--- src/rtl/mult_div_unit_if.sv ---
// Operand, result and handshake bundle for the iterative multiply/divide unit.
// The master drives operands and MTHI/MTLO strobes; the slave returns HI/LO and status.
interface mult_div_unit_if #(parameter int WL = 32);
   logic          start;
   logic [1:0]    op;
   logic [WL-1:0] A;
   logic [WL-1:0] B;
   logic          wr_hi;
   logic          wr_lo;
   logic [WL-1:0] wdata;
   logic [WL-1:0] hi;
   logic [WL-1:0] lo;
   logic          busy;
   logic          done;
   logic          div_by_zero;

   modport master (
      output start, op, A, B, wr_hi, wr_lo, wdata,
      input  hi, lo, busy, done, div_by_zero
   );

   modport slave (
      input  start, op, A, B, wr_hi, wr_lo, wdata,
      output hi, lo, busy, done, div_by_zero
   );
endinterface

--- src/rtl/mult_div_unit.sv ---
// MIPS-style HI/LO multiply/divide: shift-add multiply, restoring divide, one bit per cycle.
// Result lands 33 cycles after start is accepted; start and MTHI/MTLO are ignored while busy.
module mult_div_unit #(
   parameter int WL = 32
) (
   input logic            clk,
   input logic            rst,
   mult_div_unit_if.slave bus
);
   localparam int CW = $clog2(WL);
   localparam logic [CW-1:0] LAST = CW'(WL - 1);

   typedef enum logic [1:0] {IDLE, RUN, FIN} state_t;

   state_t          r_state;
   state_t          w_next;
   logic [CW-1:0]   r_cnt;
   logic [2*WL-1:0] r_acc;
   logic [WL-1:0]   r_bm;
   logic [WL-1:0]   r_hi;
   logic [WL-1:0]   r_lo;
   logic            r_div;
   logic            r_neg;
   logic            r_sa;
   logic            r_bzero;
   logic            r_done;
   logic            r_dbz;

   logic            w_sa;
   logic            w_sb;
   logic [WL-1:0]   w_am;
   logic [WL-1:0]   w_bm;
   logic [WL:0]     w_mul_sum;
   logic [2*WL-1:0] w_mul_next;
   logic [2*WL:0]   w_shift;
   logic [WL:0]     w_trial;
   logic [2*WL-1:0] w_div_next;
   logic [2*WL-1:0] w_prod;
   logic [WL-1:0]   w_quo;
   logic [WL-1:0]   w_rem;

   always_ff @(posedge clk) begin
      if (rst) r_state <= IDLE;
      else     r_state <= w_next;
   end

   always_comb begin
      w_next = r_state;
      case (r_state)
         IDLE:    if (bus.start) w_next = RUN;
         RUN:     if (r_cnt == LAST) w_next = FIN;
         FIN:     w_next = IDLE;
         default: w_next = IDLE;
      endcase
   end

   // Signed ops work on magnitudes; signs are reapplied once in FIN.
   always_comb begin
      w_sa = bus.op[0] & bus.A[WL-1];
      w_sb = bus.op[0] & bus.B[WL-1];
      w_am = w_sa ? -bus.A : bus.A;
      w_bm = w_sb ? -bus.B : bus.B;

      w_mul_sum  = {1'b0, r_acc[2*WL-1:WL]} + (r_acc[0] ? {1'b0, r_bm} : {(WL+1){1'b0}});
      w_mul_next = {w_mul_sum, r_acc[WL-1:1]};

      w_shift    = {r_acc, 1'b0};
      w_trial    = w_shift[2*WL:WL] - {1'b0, r_bm};
      w_div_next = w_trial[WL] ? w_shift[2*WL-1:0]
                               : {w_trial[WL-1:0], w_shift[WL-1:1], 1'b1};

      w_prod = r_neg ? -r_acc : r_acc;
      // With a zero divisor the remainder already equals |A|, so only the quotient needs forcing.
      w_quo  = r_bzero ? {WL{1'b1}} : (r_neg ? -r_acc[WL-1:0] : r_acc[WL-1:0]);
      w_rem  = r_sa ? -r_acc[2*WL-1:WL] : r_acc[2*WL-1:WL];
   end

   always_ff @(posedge clk) begin
      if (rst) begin
         r_cnt   <= '0;
         r_acc   <= '0;
         r_bm    <= '0;
         r_hi    <= '0;
         r_lo    <= '0;
         r_div   <= 1'b0;
         r_neg   <= 1'b0;
         r_sa    <= 1'b0;
         r_bzero <= 1'b0;
         r_done  <= 1'b0;
         r_dbz   <= 1'b0;
      end else begin
         r_done <= 1'b0;
         r_dbz  <= 1'b0;
         case (r_state)
            IDLE: begin
               if (bus.wr_hi) r_hi <= bus.wdata;
               if (bus.wr_lo) r_lo <= bus.wdata;
               if (bus.start) begin
                  r_div   <= bus.op[1];
                  r_neg   <= w_sa ^ w_sb;
                  r_sa    <= w_sa;
                  r_bzero <= (bus.B == '0);
                  r_bm    <= w_bm;
                  r_acc   <= {{WL{1'b0}}, w_am};
                  r_cnt   <= '0;
               end
            end
            RUN: begin
               r_acc <= r_div ? w_div_next : w_mul_next;
               r_cnt <= r_cnt + CW'(1);
            end
            FIN: begin
               if (r_div) begin
                  r_lo  <= w_quo;
                  r_hi  <= w_rem;
                  r_dbz <= r_bzero;
               end else begin
                  {r_hi, r_lo} <= w_prod;
               end
               r_done <= 1'b1;
            end
            default: ;
         endcase
      end
   end

   assign bus.hi          = r_hi;
   assign bus.lo          = r_lo;
   assign bus.busy        = (r_state != IDLE);
   assign bus.done        = r_done;
   assign bus.div_by_zero = r_dbz;
endmodule

--- src/flat_wrapper.sv ---
// flat-port wrapper written by rule: the top's interface ports become plain ports
module mult_div_unit_flat 
#(
   parameter int WL = 32
)
  (clk, rst, bus_start, bus_op, bus_A, bus_B, bus_wr_hi, bus_wr_lo, bus_wdata, bus_hi, bus_lo, bus_busy, bus_done, bus_div_by_zero);
  mult_div_unit_if #(.WL(WL)) bus_i ();
  input logic clk;
  input logic rst;
  input wire logic [$bits(bus_i.start)-1:0] bus_start;
  input wire logic [$bits(bus_i.op)-1:0] bus_op;
  input wire logic [$bits(bus_i.A)-1:0] bus_A;
  input wire logic [$bits(bus_i.B)-1:0] bus_B;
  input wire logic [$bits(bus_i.wr_hi)-1:0] bus_wr_hi;
  input wire logic [$bits(bus_i.wr_lo)-1:0] bus_wr_lo;
  input wire logic [$bits(bus_i.wdata)-1:0] bus_wdata;
  output wire logic [$bits(bus_i.hi)-1:0] bus_hi;
  output wire logic [$bits(bus_i.lo)-1:0] bus_lo;
  output wire logic [$bits(bus_i.busy)-1:0] bus_busy;
  output wire logic [$bits(bus_i.done)-1:0] bus_done;
  output wire logic [$bits(bus_i.div_by_zero)-1:0] bus_div_by_zero;
  assign bus_i.start = bus_start;
  assign bus_i.op = bus_op;
  assign bus_i.A = bus_A;
  assign bus_i.B = bus_B;
  assign bus_i.wr_hi = bus_wr_hi;
  assign bus_i.wr_lo = bus_wr_lo;
  assign bus_i.wdata = bus_wdata;
  assign bus_hi = bus_i.hi;
  assign bus_lo = bus_i.lo;
  assign bus_busy = bus_i.busy;
  assign bus_done = bus_i.done;
  assign bus_div_by_zero = bus_i.div_by_zero;
  mult_div_unit #(.WL(WL)) u_core (.clk(clk), .rst(rst), .bus(bus_i));
endmodule
--- config.mk ---
export PLATFORM = sky130hd
export DESIGN_NAME = mult_div_unit_flat
export DESIGN_NICKNAME = d
export VERILOG_FILES = /design/src/rtl/mult_div_unit_if.sv /design/src/rtl/mult_div_unit.sv /design/src/flat_wrapper.sv
export SDC_FILE = /design/constraint.sdc
export NUM_CORES = 1
export LEC_CHECK = 0
export CELL_PAD_IN_SITES_DETAIL_PLACEMENT = 0
export CELL_PAD_IN_SITES_GLOBAL_PLACEMENT = 2
export CORE_UTILIZATION = 35
export CTS_CLUSTER_SIZE = 25
export DETAILED_ROUTE_END_ITERATION = 10
export PLACE_DENSITY_LB_ADDON = 0.1
export RECOVER_POWER = 25
export SLEW_MARGIN = 5
export SYNTH_ARGS = -nofsm -noshare
export SYNTH_HDL_FRONTEND = slang
export SYNTH_SLANG_ARGS = --single-unit
--- constraint.sdc ---
create_clock -name clk -period 9 [get_ports clk]
set_input_delay 1.8 -clock clk [delete_from_list [all_inputs] [get_ports clk]]
set_output_delay 1.8 -clock clk [all_outputs]
set_load 0.01 [all_outputs]
==> qor.txt, run 1 <==
fin nets - 2109
pwr dens - 142 mW/mm^2
FILL cells - 4133
initial cell density of the core - 35.6%
maxcap violations - 1
Yosys cell types - 82
core footprint - 0.0387 sq mm
Cells after Synth - 1854
Port Buffer Count - 169
r2r startpoint - u_core.r_acc[31]
Detailed Place HPWL - 38600 um
WP data arrival - 5.31 ns
YS warnings - 0
final core occ - 42.2%
# clock sinks - 173
CTS max path bufs - 2
commonest non-fill, non-tap cell in the layout - nor2_1
sink of the worst hold path - u_core.bus.lo[17]
hold path depth - 2
Hold Crit Class - flop to flop
Hold Buf Count CTS - 0
Seq cells post-synth - 173
Total GRT Usage - 25.1%
FMAX - 201 MHz
Post-Synth Adder-Cell Area - 6.64%
cts repair resizes - 0
Post-CTS Setup Bufs - 0
RSZ-0062 raised after global routing - false
area fraction in compound gates after synthesis - 28.9%
CP Launch Type - primary input
slack of the worst reg-to-reg path - 4.57 ns
Clock Tree Root - clkbuf_16
Post-Route WL - 50800 um
setup TNS - 0 ns
total via count in the routed design - 13900
routed len/inst - 20.6 um
Fin. Hold Viols - 0
Ant. Diodes - 0
Reg clk slew, reported paths - 0.07 ns
Final WS setup - 4.03 ns
DRC - 0
EDFF count, synth - 0
slew margin rel. - -72.7%
DR vias/cell - 5.66
P&R area growth vs syn - 18.5%
row count - 72
Worst VDD drop - 0.000102 V
CTS tree - done
Pre-Repair DR Iteration Count - 6
later-pin clock latency in the skew report - 0.45 ns
Worst Reg-to-Reg Cells - 13
Post-Synth XOR/XNOR Area - 10.6%
crit path capture type - flop
CP required - 9.34 ns
Tcrit/Tclk final - 55.2%
Post-Place Setup Slack - 3.97 ns
I/O Pins - 170
vias in the first global route - 13000
CP Class - primary input to flop
htree depth - 4
top post-synthesis cells by area - dfxtp_1, a21oi_1, ha_1, nor2_1, xor2_1
Die Wd - 201 um
post-route ant nets - 0
Max FO, Critical Path - 54
Final Setup Violations - 0
synthesized net count - 2029
Iteration-0 DRC Markers - 1005
first-pass GRT wire length - 78900 um
largest family of logic cells by synthesized area - compound AO/OA/AOI/OAI gates
Post-synth top flop - dfxtp_1
top cell type by total area after synthesis - dfxtp_1
share of cells above drive strength 1 - 4.32%
Hold Startpoint - u_core.bus.lo[17]
crit path time final - 4.97 ns
die height - 201 um
status - complete, but fails checks
overflow left after global routing - 0
mux contribution to synthesized area - 3.29%
hold_ws - 0.447 ns
Slew Limit Fails - 55
post-synthesis simple-gate area fraction - 20.1%
RePlAce Congestion - 0.848
Mapped Area - 0.0138 sq mm
sequential cell area fraction in the yosys report - 25.1%
Slew @ Worst Pin - 2.59 ns
Leakage Power - 0.00613 uW
Yosys top cell area share - 25.1%
Post-synth ARST share - 0%
die area - 0.0402 sq mm
CTS buffer count - 17
failing checks - capacitance limit, slew limit
Worst Skew - 0.0118 ns
reg2reg end - u_core.r_acc[40]
antenna violations before repair - 0
largest net degree at the start of global routing - 95
Syn Area/Cell - 7.44 sq um
most frequent cells in the layout - nor2_1, a21oi_1, dfxtp_1, nand2_1, clkdlybuf4s50_1
[kinds of logic after synthesis]
group,Yosys count
flops,173
fa+ha+maj,72
buf+inv,190
compound gates,613
xor+xnor,167
mux,45
simple gates,594
[worst max-delay path, cell delays in order]
cell and delay [ns]:
clkbuf_1 1.81, nor2_1 0.23, nand2_1 0.82, nor3b_1 0.10, a221oi_1 0.25, a21bo_2 0.25
[Yosys cell counts, types with 17 or more instances]
cell type	count
inv_1	65
nor2_1	231
nand2b_1	22
a31oi_1	18
or3_1	18
dfxtp_1	173
o211ai_1	17
ha_1	70
o21ai_0	106
xor2_1	84
nand3_1	29
nand2_1	161
xnor2_1	83
a21oi_1	186
nor3_1	37
a211oi_1	97
mux2i_1	42
nor4_1	17
clkbuf_1	104
o221ai_1	19
a21o_1	17
[how the worst max path moves through the flow]
stage                         start          endpoint  slack, ns  cells past startpoint
final                           rst  u_core.r_acc[61]       4.03                      6
after CTS                  bus_A[1]  u_core.r_acc[30]       4.45                     12
after global placement     bus_A[0]  u_core.r_acc[30]       4.03                     12
after global routing            rst  u_core.r_acc[60]       3.62                      6
after detailed placement   bus_A[1]  u_core.r_acc[30]       3.97                     12
after floorplan           bus_B[16]   u_core.r_bm[31]       4.97                      9
[through the flow]
stage / area (sq um) / total power [uW] / cells
final: 16300 / 2320 / 2464
after CTS: 16300 / 2340 / 2464
after floorplan: 13800 / 1330 / 1854
after global placement: 15800 / 1600 / 2433
after global routing: 16300 / 2450 / 2464
after detailed placement: 15800 / 1600 / 2433
[state kept, by name, indices dropped and copies added, names as in the netlist]
register	cells
u_core.r_acc	64
u_core.bus.hi	32
u_core.bus.lo	32
u_core.r_bm	32
u_core.r_cnt	5
u_core.r_state	2
u_core.bus.div_by_zero	1
u_core.bus.done	1
u_core.r_bzero	1
u_core.r_div	1
u_core.r_neg	1
u_core.r_sa	1
[final cells by class]
| type | instances | area [sq um] | area share [%] |
|---|---|---|---|
| Clock inverter | 11 | 110 | 0.674 |
| Inverter | 65 | 244 | 1.49 |
| Sequential cell | 173 | 3460 | 21.2 |
| Multi-Input combinational cell | 1491 | 9610 | 58.8 |
| Tap cell | 518 | 648 | 3.97 |
| Clock buffer | 20 | 447 | 2.73 |
| Timing Repair Buffer | 186 | 1810 | 11.1 |
[power breakdown]
part / switching, uW / internal [uW] / total, uW
Clock: 343 / 390 / 733
Combinational: 419 / 284 / 703
Sequential: 68.4 / 819 / 887
[metal layers]
layer | track usage, % | vias to the layer above | wire length, um
li1 | - | 6892 | -
met1 | 37.4 | 6643 | 25800
met2 | 36.8 | 366 | 21400
met3 | 4.74 | 40 | 2760
met4 | 6.13 | 0 | 863
met5 | 0 | - | 0
Note: power is estimated with default switching activity, not from simulation.
==> run 2: changes to the inputs <==
--- a/config.mk
+++ b/config.mk
@@ -7,7 +7,7 @@
 export LEC_CHECK = 0
 export CELL_PAD_IN_SITES_DETAIL_PLACEMENT = 0
 export CELL_PAD_IN_SITES_GLOBAL_PLACEMENT = 2
-export CORE_UTILIZATION = 35
+export CORE_UTILIZATION = 33
 export CTS_CLUSTER_SIZE = 25
 export DETAILED_ROUTE_END_ITERATION = 10
 export PLACE_DENSITY_LB_ADDON = 0.1
==> constraint.sdc (replaced) <==
create_clock -name clk -period 5 [get_ports clk]
set_input_delay 1 -clock clk [delete_from_list [all_inputs] [get_ports clk]]
set_output_delay 1 -clock clk [all_outputs]
set_load 0.01 [all_outputs]
==> run 2 against run 1 <==
  * Critical endpoint is now u_core.r_acc[11]
  * Global-route usage decreased by 0.83 points
  * Final cell count increased by 1.1%
  * Count of clock-buffer cells in the layout decreased by 1
  * Power increased by 86%
  * Hold slack improved by 0.0011 ns
  * Die area increased by 6.0%
  * Final area increased by 1.1%
  * The flow finishes with violations (DRC, capacitance limit, slew limit)
  * Combinational power increased by 81%
  * Critical path depth unchanged
  * First-iteration DRC count decreased by 7.9%
  * Wire length increased by 2.1%
  * Critical path type unchanged
==> qor.txt, run 2 (synthesis gave the netlist of run 1 again) <==
status - complete, but fails checks
failing checks - DRC, capacitance limit, slew limit
Die Wd - 206 um (+3.0%)
FILL cells - 4346 (+5.2%)
Port Buffer Count - 169 (unchanged)
post-route ant nets - 0 (unchanged)
first-pass GRT wire length - 78800 um (-0.15%)
I/O Pins - 170 (unchanged)
most frequent CP cell - a211oi_1
maxcap violations - 1 (unchanged)
Post-Layout Cell Count - 2490 (+1.1%)
Iteration-0 DRC Markers - 926 (-7.9%)
Post-DP Area - 0.0159 sq mm (+0.75%)
CP required - 5.31 ns (-4.03 ns)
fin nets - 2121 (+0.57%)
Pre-Repair DR Iteration Count - 8 (+2)
Slew Limit Fails - 62 (+13%)
Biggest register - u_core.r_acc
number of flip-flops in the largest register - 64 (unchanged)
# clock sinks - 173 (unchanged)
total via count in the routed design - 13900 (-0.057%)
most frequent cells in the layout - nor2_1, a21oi_1, dfxtp_1, nand2_1, clkdlybuf4s50_1
pwr dens - 262 mW/mm^2 (+84%)
crit path capture type - flop
crit-path cells - clkdlybuf4s50_1 > nand2_2 > clkbuf_1 > a21oi_1 > a211oi_1 > a211oi_1
Hold Buf Count CTS - 0 (unchanged)
overflow left after global routing - 0 (unchanged)
core footprint - 0.0410 sq mm (+5.9%)
r2r startpoint - u_core.r_acc[31]
CP Launch Type - primary input
slew margin rel. - -86.8% (-14 points)
CP Class - primary input to flop
Post-Route WL - 51900 um (+2.1%)
crit path time final - 3.99 ns
CTS max path bufs - 2 (unchanged)
Fin. Hold Viols - 0 (unchanged)
Worst VDD drop - 0.000183 V (+80%)
htree depth - 4 (unchanged)
later-pin clock latency in the skew report - 0.46 ns (about the same)
Post-CTS Setup Bufs - 0 (unchanged)
row count - 74 (+2.8%)
final core occ - 40.3% (-1.9 points)
Final Setup Violations - 0 (unchanged)
slack of the worst reg-to-reg path - 1.03 ns (-3.54 ns)
commonest non-fill, non-tap cell in the layout - nor2_1
DR vias/cell - 5.60 (-1.1%)
slowest CP cell - clkbuf_1
die height - 206 um (+3.0%)
setup TNS - 0 ns (unchanged)
Design Area, Final - 0.0165 sq mm (+1.1%)
Worst Skew - 0.0116 ns (-0.000224 ns)
routed len/inst - 20.8 um (+1.0%)
cts repair resizes - 0 (unchanged)
CTS buffer count - 17 (unchanged)
Hold Crit Class - flop to flop
vias in the first global route - 12900 (-0.42%)
Reg clk slew, reported paths - 0.07 ns (about the same)
DP Cell Count - 2459 (+1.1%)
RSZ-0062 raised after global routing - false
Slew @ Worst Pin - 2.80 ns (+0.211 ns)
crit path capture - u_core.r_acc[11]
FMAX - 250 MHz
Worst Setup SP - bus_start
crit path buf inv count - 2 (+1)
Leakage Power - 0.00630 uW (+2.9%)
Levels on crit path - 6 (unchanged)
initial cell density of the core - 33.6% (-2.0 points)
CP peak stage delay - 1.99 ns (+0.18 ns)
die area - 0.0426 sq mm (+6.0%)
antenna violations before repair - 1 (+1)
largest net degree at the start of global routing - 78 (-18%)
P&R area growth vs syn - 19.7%
Clock Tree Root - clkbuf_16
Total GRT Usage - 24.3% (-0.83 points)
Max FO, Critical Path - 61 (+13%)
crit-path leading delay family - buffers and inverters
DRC - 7 (+7)
reg2reg end - u_core.r_acc[46]
Tcrit/Tclk final - 79.9%
CTS tree - done
Detailed Place HPWL - 39900 um (+3.4%)
RePlAce Congestion - 0.866 (+2.1%)
WP data arrival - 4.30 ns (-1.01 ns)
share of cells above drive strength 1 - 4.96% (+0.64 points)
hold_ws - 0.448 ns (+0.00115 ns)
Worst Reg-to-Reg Cells - 14 (+1)
## run 2: cell types whose count changed in the layout (fill, tap and decap cells not counted), sizes merged
| cell | delta |
|---|---|
| clkdlybuf4s50 | -32 |
| bufinv | +2 |
| buf | +11 |
| dlygate4sd3 | +32 |
| clkinvlp | -3 |
| inv | +1 |
| diode | +1 |
## run 2: layer usage
metal	up-vias	GRT usage, %	wire, um
met5	-	0	0
met3	32	3.72	2670
met2	349	35.6	22100
met4	0	5.51	683
met1	6642	36.7	26400
li1	6910	-	-
## run 2: how the worst min path moves through the flow
stage	slack [ns]	to	depth (start not counted)	from
floorplan	0.43	u_core.r_bm[30]	2	u_core.r_bm[30]
global placement	0.44	u_core.bus.lo[17]	2	u_core.bus.lo[17]
detailed placement	0.44	u_core.bus.lo[17]	2	u_core.bus.lo[17]
CTS	0.45	u_core.bus.lo[17]	2	u_core.bus.lo[17]
global route	0.48	u_core.bus.lo[5]	2	u_core.bus.lo[5]
finish	0.45	u_core.bus.lo[17]	2	u_core.bus.lo[17]
## run 2: power by group
| group | internal [uW] | switching (uW) | total (uW) |
|---|---|---|---|
| Combinational | 508 | 760 | 1270 |
| Sequential | 1470 | 119 | 1590 |
| Clock | 817 | 641 | 1460 |
## run 2: metrics by stage
stage	power, uW	setup slack, ns
2_1_floorplan	2400	1.77
3_3_place_gp	2890	0.904
5_1_grt	4550	0.672
3_5_place_dp	2890	0.869
4_1_cts	4360	1.05
6_report	4320	1.01
## run 2: area by class of cell
| cell class | instances | area [sq um] | area share, % |
|---|---|---|---|
| Antenna cell | 1 | 2.50 | 0.0152 |
| Clock buffer | 19 | 453 | 2.74 |
| Clock inverter | 11 | 159 | 0.962 |
| Inverter | 65 | 244 | 1.48 |
| Multi-Input combinational cell | 1491 | 9620 | 58.3 |
| Sequential cell | 173 | 3460 | 21.0 |
| Tap cell | 532 | 666 | 4.03 |
| Timing Repair Buffer | 198 | 1900 | 11.5 |
## run 2: worst reg2reg max path, cell delays in order (launching register included)
cell and delay [ns]:
dfxtp_1 0.34, inv_1 0.19, ha_1 0.23, fa_1 0.21, nand2b_1 0.14, a21oi_1 0.12, a2111oi_0 0.70, o21ai_1 0.17
buf_4 0.20, o2111ai_1 0.24, o211a_2 0.62, buf_4 0.27, mux2i_1 0.19, a2bb2oi_1 0.15, o21ai_0 0.09
==> run 3: changes to the inputs <==
==> constraint.sdc (replaced) <==
create_clock -name clk -period 3.7 [get_ports clk]
set_input_delay 0.74 -clock clk [delete_from_list [all_inputs] [get_ports clk]]
set_output_delay 0.74 -clock clk [all_outputs]
set_load 0.01 [all_outputs]
==> run 3 against run 2 <==
  * Via count is 1.1% higher
  * Final area increased by 2.4%
  * Power up 33%
  * Setup slack got worse by 0.75 ns
  * Global-route usage grew 0.15 points
  * The flow finishes with violations (DRC)
  * Sequential power grew 34%
  * Critical endpoint is now u_core.r_acc[62]
  * Non-clock buffer count up 55
  * Register-to-register slack lost 0.78 ns
==> qor.txt, run 3 (synthesis gave the netlist of run 1 again) <==
vias in the first global route - 13100 (+0.92%)
Fin. Hold Viols - 0 (unchanged)
FMAX - 290 MHz
Design Area, Final - 0.0169 sq mm (+2.4%)
Leakage Power - 0.00654 uW (+3.7%)
total via count in the routed design - 14100 (+1.1%)
post-route ant nets - 0 (unchanged)
Slew Limit Fails - 0 (-100%)
Total GRT Usage - 24.5% (+0.15 points)
CP Class - flop to flop
failing checks - DRC
Hold Buf Count CTS - 0 (unchanged)
FILL cells - 4345 (-0.023%)
Post-Layout Cell Count - 2544 (+2.2%)
CP Launch Type - flop
I/O Pins - 170 (unchanged)
CTS buffer count - 17 (unchanged)
RSZ-0062 raised after global routing - false
slack of the worst reg-to-reg path - 0.25 ns (-0.78 ns)
Slew @ Worst Pin - 1.37 ns (-1.43 ns)
CP required - 4.03 ns (-1.28 ns)
Worst Setup SP - u_core.r_acc[0]
crit path capture type - flop
Max FO, Critical Path - 12 (-80%)
share of cells above drive strength 1 - 7.36% (+2.4 points)
WP data arrival - 3.78 ns (-0.52 ns)
RePlAce Congestion - 0.886 (+2.3%)
final core occ - 41.2% (+0.96 points)
pwr dens - 340 mW/mm^2 (+30%)
Detailed Place HPWL - 40800 um (+2.2%)
Worst Skew - 0.00946 ns (-0.00214 ns)
htree depth - 4 (unchanged)
most frequent cells in the layout - nor2_1, a21oi_1, dfxtp_1, nand2_1, clkdlybuf4s50_1
Reg clk slew, reported paths - 0.07 ns (about the same)
row count - 74 (unchanged)
Clock Tree Root - clkbuf_16
Final Setup Violations - 0 (unchanged)
Post-Route WL - 52400 um (+0.85%)
number of flip-flops in the largest register - 64 (unchanged)
Post-Place Setup Slack - 0.0938 ns (-0.775 ns)
reg2reg end - u_core.r_acc[62]
crit path capture - u_core.r_acc[62]
status - complete, but fails checks
setup TNS - 0 ns (unchanged)
Hold Crit Class - flop to flop
Pre-Repair DR Iteration Count - 11 (+3)
slew margin rel. - 8.52% (+95 points)
CTS max path bufs - 2 (unchanged)
fin nets - 2176 (+2.6%)
first-pass GRT wire length - 79000 um (+0.26%)
cts repair resizes - 0 (unchanged)
Biggest register - u_core.r_acc
Die Wd - 206 um (unchanged)
die height - 206 um (unchanged)
core footprint - 0.0410 sq mm (unchanged)
later-pin clock latency in the skew report - 0.46 ns (about the same)
Worst VDD drop - 0.000236 V (+29%)
Tcrit/Tclk final - 93.2%
Multi-input gate area - 0.00962 sq mm (about the same)
Iteration-0 DRC Markers - 1046 (+13%)
crit path time final - 3.45 ns
P&R area growth vs syn - 22.6%
overflow left after global routing - 0 (unchanged)
routed len/inst - 20.6 um (-1.3%)
Port Buffer Count - 169 (unchanged)
CTS tree - done
DP Cell Count - 2514 (+2.2%)
Worst Reg-to-Reg Cells - 14 (unchanged)
antenna violations before repair - 1 (unchanged)
Post-CTS Setup Bufs - 0 (unchanged)
initial cell density of the core - 33.6% (unchanged)
r2r startpoint - u_core.r_acc[0]
Reg area - 0.00346 sq mm (about the same)
Final WS setup - 0.253 ns (-0.753 ns)
Post-DP Area - 0.0164 sq mm (+2.9%)
largest net degree at the start of global routing - 139 (+78%)
commonest non-fill, non-tap cell in the layout - nor2_1
die area - 0.0426 sq mm (unchanged)
maxcap violations - 0 (-1)
DR vias/cell - 5.54 (-1.1%)
# clock sinks - 173 (unchanged)
DRC - 7 (unchanged)
## run 3: where the power goes
group / switching, uW / internal, uW
logic: 1070 / 734
registers: 137 / 1990
clock network: 814 / 1000
total: 2020 / 3730
## run 3: stage by stage
| stage | power (uW) | hold slack [ns] |
|---|---|---|
| floorplan | 3240 | 0.432 |
| global placement | 3970 | 0.441 |
| detailed placement | 3970 | 0.447 |
| CTS | 5800 | 0.457 |
| global route | 6040 | 0.475 |
| finish | 5750 | 0.449 |
## run 3: routing by layer
| layer | GRT usage, % | vias up | wire length, um |
|---|---|---|---|
| met5 | 0 | - | 0 |
| met4 | 6.54 | 0 | 957 |
| met3 | 2.81 | 42 | 2260 |
| met2 | 35.4 | 384 | 22000 |
| met1 | 37.4 | 6628 | 27100 |
| li1 | - | 7030 | - |
## run 3: layout make-up
cell class	count	share of cell area, %
multi-input cells	1491	56.9
clock buffers	20	2.64
repair buffers	253	13.9
well taps	532	3.94
diodes	1	0.0148
inverters	65	1.44
clock inverters	9	0.673
flip-flops and latches	173	20.5
## run 3: worst min-delay path by stage
stage,start,to,depth (start not counted)
floorplan,u_core.r_bm[30],u_core.r_bm[30],2
global placement,u_core.bus.lo[3],u_core.bus.lo[3],2
detailed placement,u_core.bus.lo[21],u_core.bus.lo[21],2
CTS,u_core.bus.lo[21],u_core.bus.lo[21],2
global route,u_core.bus.lo[2],u_core.bus.lo[2],2
finish,u_core.bus.lo[21],u_core.bus.lo[21],2
## run 3: worst max-delay path: stages, from the launching register on
cell and delay (ns):
dfxtp_1 0.38, inv_1 0.38, buf_4 0.28, nor2_1 0.06, ha_1 0.36, a21oi_1 0.19, o21ai_0 0.16, nor3b_1 0.24
nand4_1 0.13, o21a_1 0.17, a211oi_1 0.32, buf_4 0.20, o31a_1 0.15, mux2i_1 0.19, o211ai_1 0.10
